===== src/rtl/mdu_pkg.sv =====
// Shared definitions for the iterative multiply/divide unit.
//   - operation encodings on the Op port
//   - FSM state encoding
//   - iteration count (one iteration per operand bit)
package mdu_pkg;

  localparam int MDU_ITER = 32;

  typedef enum logic [1:0] {
    OP_MULT  = 2'b00,
    OP_MULTU = 2'b01,
    OP_DIV   = 2'b10,
    OP_DIVU  = 2'b11
  } mdu_op_e;

  typedef enum logic [1:0] {
    IDLE = 2'd0,
    RUN  = 2'd1,
    FIX  = 2'd2
  } mdu_state_e;

endpackage


===== src/rtl/mdu_step.sv =====
// One iteration of the multiply/divide datapath (purely combinational).
//   is_div_i  : 1 = restoring shift-subtract step, 0 = shift-add step
//   acc_i     : 2*WIDTH working accumulator
//               multiply: {partial product high, remaining multiplier bits}
//               divide  : {partial remainder, remaining dividend / quotient bits}
//   operand_i : multiplicand magnitude (multiply) or divisor magnitude (divide)
//   acc_o     : accumulator after this iteration
module mdu_step
  import mdu_pkg::*;
#(
  parameter int WIDTH = MDU_ITER
) (
  input  logic                 is_div_i,
  input  logic [2*WIDTH-1:0]   acc_i,
  input  logic [WIDTH-1:0]     operand_i,
  output logic [2*WIDTH-1:0]   acc_o
);

  logic [WIDTH:0]   sum;
  logic [WIDTH:0]   shifted;
  logic [WIDTH-1:0] diff;

  always_comb begin
    // Multiply: add multiplicand into the upper half when the multiplier LSB
    // is set; the carry lands in bit WIDTH and is shifted back in below.
    sum     = {1'b0, acc_i[2*WIDTH-1:WIDTH]} + (acc_i[0] ? {1'b0, operand_i} : '0);
    // Divide: bring the next dividend bit into the partial remainder.
    shifted = acc_i[2*WIDTH-1:WIDTH-1];
    // Only used when shifted >= divisor, so the result fits in WIDTH bits.
    diff    = shifted[WIDTH-1:0] - operand_i;

    if (!is_div_i)
      acc_o = {sum, acc_i[WIDTH-1:1]};
    else if (shifted >= {1'b0, operand_i})
      acc_o = {diff, acc_i[WIDTH-2:0], 1'b1};
    else
      acc_o = {shifted[WIDTH-1:0], acc_i[WIDTH-2:0], 1'b0};
  end

endmodule


===== src/rtl/mult_div_unit.sv =====
// Iterative MULT/MULTU/DIV/DIVU unit with architectural HI/LO registers.
// Operands are converted to magnitudes at Start, WIDTH iterations run on the
// unsigned magnitudes, and signs are applied in a final FIX cycle that also
// writes Hi/Lo and pulses Done.
//   Clock    : rising-edge clock
//   Reset    : synchronous, active-low; aborts any operation in flight
//   Start    : launch Op on OpA/OpB (sampled only when idle)
//   Op       : 00 MULT, 01 MULTU, 10 DIV, 11 DIVU
//   OpA/OpB  : rs / rt operands
//   MoveToHi : MTHI strobe (Hi <= OpA) when idle
//   MoveToLo : MTLO strobe (Lo <= OpA) when idle
//   Busy     : operation in progress (state != IDLE)
//   Done     : one-cycle pulse, Hi/Lo hold the new result
//   Hi/Lo    : product high/low word, or remainder/quotient
module mult_div_unit
  import mdu_pkg::*;
#(
  parameter int WIDTH = MDU_ITER
) (
  input  logic             Clock,
  input  logic             Reset,
  input  logic             Start,
  input  logic [1:0]       Op,
  input  logic [WIDTH-1:0] OpA,
  input  logic [WIDTH-1:0] OpB,
  input  logic             MoveToHi,
  input  logic             MoveToLo,
  output logic             Busy,
  output logic             Done,
  output logic [WIDTH-1:0] Hi,
  output logic [WIDTH-1:0] Lo
);

  localparam int CW = $clog2(WIDTH);
  localparam logic [CW-1:0] LAST = CW'(WIDTH - 1);

  mdu_state_e         state_q, state_d;
  logic [CW-1:0]      cnt_q, cnt_d;
  logic [2*WIDTH-1:0] acc_q, acc_d;
  logic [WIDTH-1:0]   opnd_q, opnd_d;
  logic [WIDTH-1:0]   opa_q, opa_d;
  logic               is_div_q, is_div_d;
  logic               neg_res_q, neg_res_d;   // negate product / quotient
  logic               neg_rem_q, neg_rem_d;   // negate remainder (dividend sign)
  logic               divz_q, divz_d;
  logic [WIDTH-1:0]   hi_q, hi_d;
  logic [WIDTH-1:0]   lo_q, lo_d;
  logic               done_q, done_d;

  logic [2*WIDTH-1:0] step_acc;
  logic               st_div, st_signed, sa, sb;
  logic [WIDTH-1:0]   mag_a, mag_b;
  logic [2*WIDTH-1:0] prod;
  logic [WIDTH-1:0]   quo, rem;

  mdu_step #(.WIDTH(WIDTH)) u_step (
    .is_div_i  (is_div_q),
    .acc_i     (acc_q),
    .operand_i (opnd_q),
    .acc_o     (step_acc)
  );

  always_comb begin
    state_d   = state_q;
    cnt_d     = cnt_q;
    acc_d     = acc_q;
    opnd_d    = opnd_q;
    opa_d     = opa_q;
    is_div_d  = is_div_q;
    neg_res_d = neg_res_q;
    neg_rem_d = neg_rem_q;
    divz_d    = divz_q;
    hi_d      = hi_q;
    lo_d      = lo_q;
    done_d    = 1'b0;

    st_div    = (Op == OP_DIV) || (Op == OP_DIVU);
    st_signed = (Op == OP_MULT) || (Op == OP_DIV);
    sa        = st_signed & OpA[WIDTH-1];
    sb        = st_signed & OpB[WIDTH-1];
    mag_a     = sa ? -OpA : OpA;
    mag_b     = sb ? -OpB : OpB;

    prod      = neg_res_q ? -acc_q : acc_q;
    quo       = neg_res_q ? -acc_q[WIDTH-1:0] : acc_q[WIDTH-1:0];
    rem       = neg_rem_q ? -acc_q[2*WIDTH-1:WIDTH] : acc_q[2*WIDTH-1:WIDTH];

    case (state_q)
      IDLE: begin
        if (Start) begin
          // Multiply iterates over the multiplier in the low half; divide
          // shifts the dividend out of the low half into the remainder.
          acc_d     = {{WIDTH{1'b0}}, st_div ? mag_a : mag_b};
          opnd_d    = st_div ? mag_b : mag_a;
          opa_d     = OpA;
          is_div_d  = st_div;
          neg_res_d = sa ^ sb;
          neg_rem_d = sa;
          divz_d    = st_div && (OpB == '0);
          cnt_d     = '0;
          state_d   = RUN;
        end else begin
          if (MoveToHi) hi_d = OpA;
          if (MoveToLo) lo_d = OpA;
        end
      end
      RUN: begin
        acc_d = step_acc;
        cnt_d = cnt_q + 1'b1;
        if (cnt_q == LAST) state_d = FIX;
      end
      FIX: begin
        if (!is_div_q) begin
          hi_d = prod[2*WIDTH-1:WIDTH];
          lo_d = prod[WIDTH-1:0];
        end else if (divz_q) begin
          hi_d = opa_q;
          lo_d = '1;
        end else begin
          hi_d = rem;
          lo_d = quo;
        end
        done_d  = 1'b1;
        state_d = IDLE;
      end
      default: state_d = IDLE;
    endcase
  end

  always_ff @(posedge Clock) begin
    if (!Reset) begin
      state_q   <= IDLE;
      cnt_q     <= '0;
      acc_q     <= '0;
      opnd_q    <= '0;
      opa_q     <= '0;
      is_div_q  <= 1'b0;
      neg_res_q <= 1'b0;
      neg_rem_q <= 1'b0;
      divz_q    <= 1'b0;
      hi_q      <= '0;
      lo_q      <= '0;
      done_q    <= 1'b0;
    end else begin
      state_q   <= state_d;
      cnt_q     <= cnt_d;
      acc_q     <= acc_d;
      opnd_q    <= opnd_d;
      opa_q     <= opa_d;
      is_div_q  <= is_div_d;
      neg_res_q <= neg_res_d;
      neg_rem_q <= neg_rem_d;
      divz_q    <= divz_d;
      hi_q      <= hi_d;
      lo_q      <= lo_d;
      done_q    <= done_d;
    end
  end

  assign Busy = (state_q != IDLE);
  assign Done = done_q;
  assign Hi   = hi_q;
  assign Lo   = lo_q;

endmodule


===== config.mk =====
export PLATFORM = sky130hd
export DESIGN_NAME = mult_div_unit
export DESIGN_NICKNAME = d
export VERILOG_FILES = /design/src/rtl/mdu_pkg.sv /design/src/rtl/mdu_step.sv /design/src/rtl/mult_div_unit.sv
export SDC_FILE = /design/constraint.sdc
export NUM_CORES = 1
export LEC_CHECK = 0
export ABC_CLOCK_PERIOD_IN_PS = 7800
export CAP_MARGIN = 0
export CORE_AREA = 2 2 239 241
export DETAILED_ROUTE_END_ITERATION = 10
export DIE_AREA = 0 0 241 243
export PLACE_DENSITY_LB_ADDON = 0.12
export SYNTH_ARGS = -nofsm -noshare
export SYNTH_HDL_FRONTEND = slang
export SYNTH_SLANG_ARGS = --single-unit

===== constraint.sdc =====
create_clock -name Clock -period 7.8 [get_ports Clock]
set_input_delay 1.17 -clock Clock [delete_from_list [all_inputs] [get_ports Clock]]
set_output_delay 1.17 -clock Clock [all_outputs]
set_load 0.05 [all_outputs]

==> flow_summary_export.csv <==
group,metric,value,unit
route,vias,17260,
route,avgViaCountPerCell,5.592,
logic_synthesis,synth.most_common_cell,"nand2_1",
critical_path,reg2regPathDepth,12,
logic_synthesis,async_flop_share,0,%
route,dr_wl_met3,3.508,mm
timing,worstMarginPinSlew,1268,ps
timing,relSlewSlack,14.98,%
timing,hold_viol,0,
critical_path,crit_path_top_delay_cell,"o211ai_2",
clock_tree,clock-sinks,204,
logic_synthesis,syn_avg_cell_area,7.221,µm²
route,ant_nets,0,
logic_synthesis,netlist_area,0.01659,mm²
logic_synthesis,synthTopCellsByArea,"dfxtp_1, a21oi_1, xnor2_1",
critical_path,critPathRequiredTime,8230,ps
floorplanning,fp.dieW,241,µm
clock_tree,cts_buffers,27,
critical_path,critical_path_class,"reg2reg",
route,drt_pre_antenna_iters,6,
clock_tree,cts.path.max_buffers,3,
timing,fmax,0.2430,GHz
logic_synthesis,synth_nets,2440,
floorplanning,io_pins,137,
pwr,ir_worst_vdd,0.1503,mV
clock_tree,cts_resized,0,
global_route,grt_overflow,0,
global_route,antenna_found_initial,1,
finish,final_core_util,34.80,%
pwr,power.total,3.707,mW
pwr,p_per_area,190.4,mW/mm²
clock_tree,post_cts_buffers,0,
critical_path,max_stage_delay,720,ps
critical_path,crit_top_cell,"o31a_1",
placed_design,gp_congestion,0.9003,
finish,antenna_cells,0,
critical_path,arrival,4550,ps
route,routedWlPerCell,23.86,µm
critical_path,r2r_end,"acc_q[42]",
clock_tree,root_buffer,"clkbuf_16",
critical_path,timing.rr.start,"acc_q[32]",
global_route,grt_pass1_wl,108.0,mm
logic_synthesis,yosysWarnings,0,
run,drv_cap,0,
pwr,leakagePower,7.103,nW
clock_tree,clk_transition_reported_paths,60,ps
critical_path,start_kind,"flip-flop",
timing,fin_crit,4116,ps
critical_path,crit_fanout,18,
route,top_layer,"met5",
logic_synthesis,synthTopCellsByCount,"nand2_1, a21oi_1, dfxtp_1",
finish,multi_input_area,0.01152,mm²
timing,setup_viol,0,
timing,slew_violations,0,
clock_tree,ctsHtreeMaxLevel,1,
critical_path,worstSetupEndpointType,"flip-flop",
global_route,grtUsageTotal,24.50,%
critical_path,rrSetupSlack,3680,ps
hold_path,hold_depth,1,
floorplanning,die_area,0.05856,mm²
finish,final-seq-area,0.004090,mm²
logic_synthesis,synth-edff-count,0,
logic_synthesis,synth_cell_type_count,77,
route,routed_wirelength,73.62,mm
logic_synthesis,ys_ff_latch,204,
run_status,status,"finished clean",
finish,fill_cells,6088,
timing,hold_ws,445.3,ps
logic_synthesis,synth_top_area_share,24.62,%
placed_design,portBuffers,136,
clock_tree,cts_tree,"yes",
route,drt_iter0_markers,1508,
hold_path,min_from,"cnt_q[3]",
finish,final_net_count,2452,
floorplanning,core_area,0.05595,mm²
placed_design,dp_hpwl,54.35,mm
finish,drive_above_1_share,6.052,%
critical_path,crit_chain,"ha_1 > nor2b_1 > o31a_1 > o21a_1 > o21ai_0 > and3_1 > o31a_1 > o211ai_2 > buf_4 > mux2_2 > a21oi_1 > nor3_1",
timing,final.setup.tns,0,ps
finish,area_delta_synth_final,17.39,%
hold_path,hold_path_class,"reg2reg",
logic_synthesis,yosys.area.top_type,"dfxtp_1",
route,drc,0,
route,wl_met2,34.19,mm
clock_tree,cts-hold-fix-buffers,0,
hold_path,min_to,"cnt_q[3]",
logic_synthesis,synthCells,2297,
global_route,grt_max_degree,87,
floorplanning,die_h,243,µm
timing,period_share,52.77,%
logic_synthesis,synth_ff_type,"dfxtp_1",
route,m1WireLength,33.76,mm
timing,clock-skew-final,16.54,ps
floorplanning,initial_utilization,29.65,%
timing,rsz0062_at_grt,"false",
clock_tree,clock_latency,580,ps
logic_synthesis,synth.yosys.seq_area_share,24.62,%
floorplanning,rows,87,
global_route,grt_pass1_vias,16240,
[report_power, final]
group / switching, mW / internal (mW)
combinational: 0.708 / 0.383
sequential: 0.0858 / 1.11
clock: 0.557 / 0.865
total: 1.35 / 2.36
[cells in the final DEF (no fill, tap or decap), types with 17 or more instances in the layout]
master / instances
nand2_1: 311
a21oi_1: 260
dfxtp_1: 201
nor2_1: 195
o21ai_0: 147
xnor2_1: 136
clkdlybuf4s50_1: 135
a211oi_1: 76
inv_1: 72
ha_1: 70
xor2_1: 60
mux2i_1: 50
o211ai_1: 46
o221ai_1: 40
buf_4: 39
a21o_1: 34
nor3_1: 31
a31oi_1: 29
o31ai_1: 28
clkbuf_16: 27
nand2b_1: 21
nand3_1: 20
or3_1: 18
nor2b_1: 17
[registers in the layout (all words and copies together), names as in the netlist]
register / cells
state_q: 2
opa_q: 32
Lo: 32
Done: 1
opnd_q: 32
neg_res_q: 1
is_div_q: 1
neg_rem_q: 1
cnt_q: 5
acc_q: 64
Hi: 32
divz_q: 1
[stage by stage]
step	std cells	area, µm²	setup WS (ps)
3_3_place_gp	3036	18480	3312
2_1_floorplan	2297	16590	4352
6_report	3086	19470	3684
5_1_grt	3086	19470	3348
3_5_place_dp	3036	18480	3342
4_1_cts	3086	19470	3694
[layer usage]
metal  global-route usage (%)  vias to the layer above
met5                        0                        -
met4                    6.609                        2
met3                    2.718                       92
met2                    40.01                      528
met1                    33.97                     8362
li1                         -                     8273
[cells by family after synthesis]
| logic type | Yosys count | synth area share (%) |
|---|---|---|
| simple gates | 726 | 20.02 |
| buf+inv | 265 | 6.200 |
| mux | 61 | 3.764 |
| compound gates | 773 | 29.52 |
| xor+xnor | 196 | 10.35 |
| fa+ha+maj | 72 | 5.522 |
| flops | 204 | 24.62 |
[worst max-delay path by stage]
stage          startpoint  cells after the start    endpoint  slack, ps
2_1_floorplan      OpA[2]                     10   acc_q[25]       4350
3_3_place_gp       OpB[3]                     11  opnd_q[30]       3310
3_5_place_dp       OpB[3]                     11  opnd_q[30]       3340
4_1_cts         acc_q[32]                     12   acc_q[42]       3690
5_1_grt         acc_q[38]                     12   acc_q[46]       3350
6_report        acc_q[32]                     12   acc_q[42]       3680
[critical path: cells and delay by family (launching register included)]
family	cells	cell delay, ps
simple gates	3	490
mux	1	370
buf+inv	1	420
flops	1	680
fa+ha+maj	1	250
compound gates	6	1750
[layout make-up]
| class | count | area share (%) |
|---|---|---|
| Timing Repair Buffer | 175 | 8.469 |
| Sequential cell | 204 | 21.00 |
| Clock buffer | 35 | 3.984 |
| Multi-Input combinational cell | 1828 | 59.16 |
| Inverter | 73 | 1.420 |
| Clock inverter | 15 | 1.105 |
| Tap cell | 756 | 4.858 |
(Power assumes the default switching activity.)
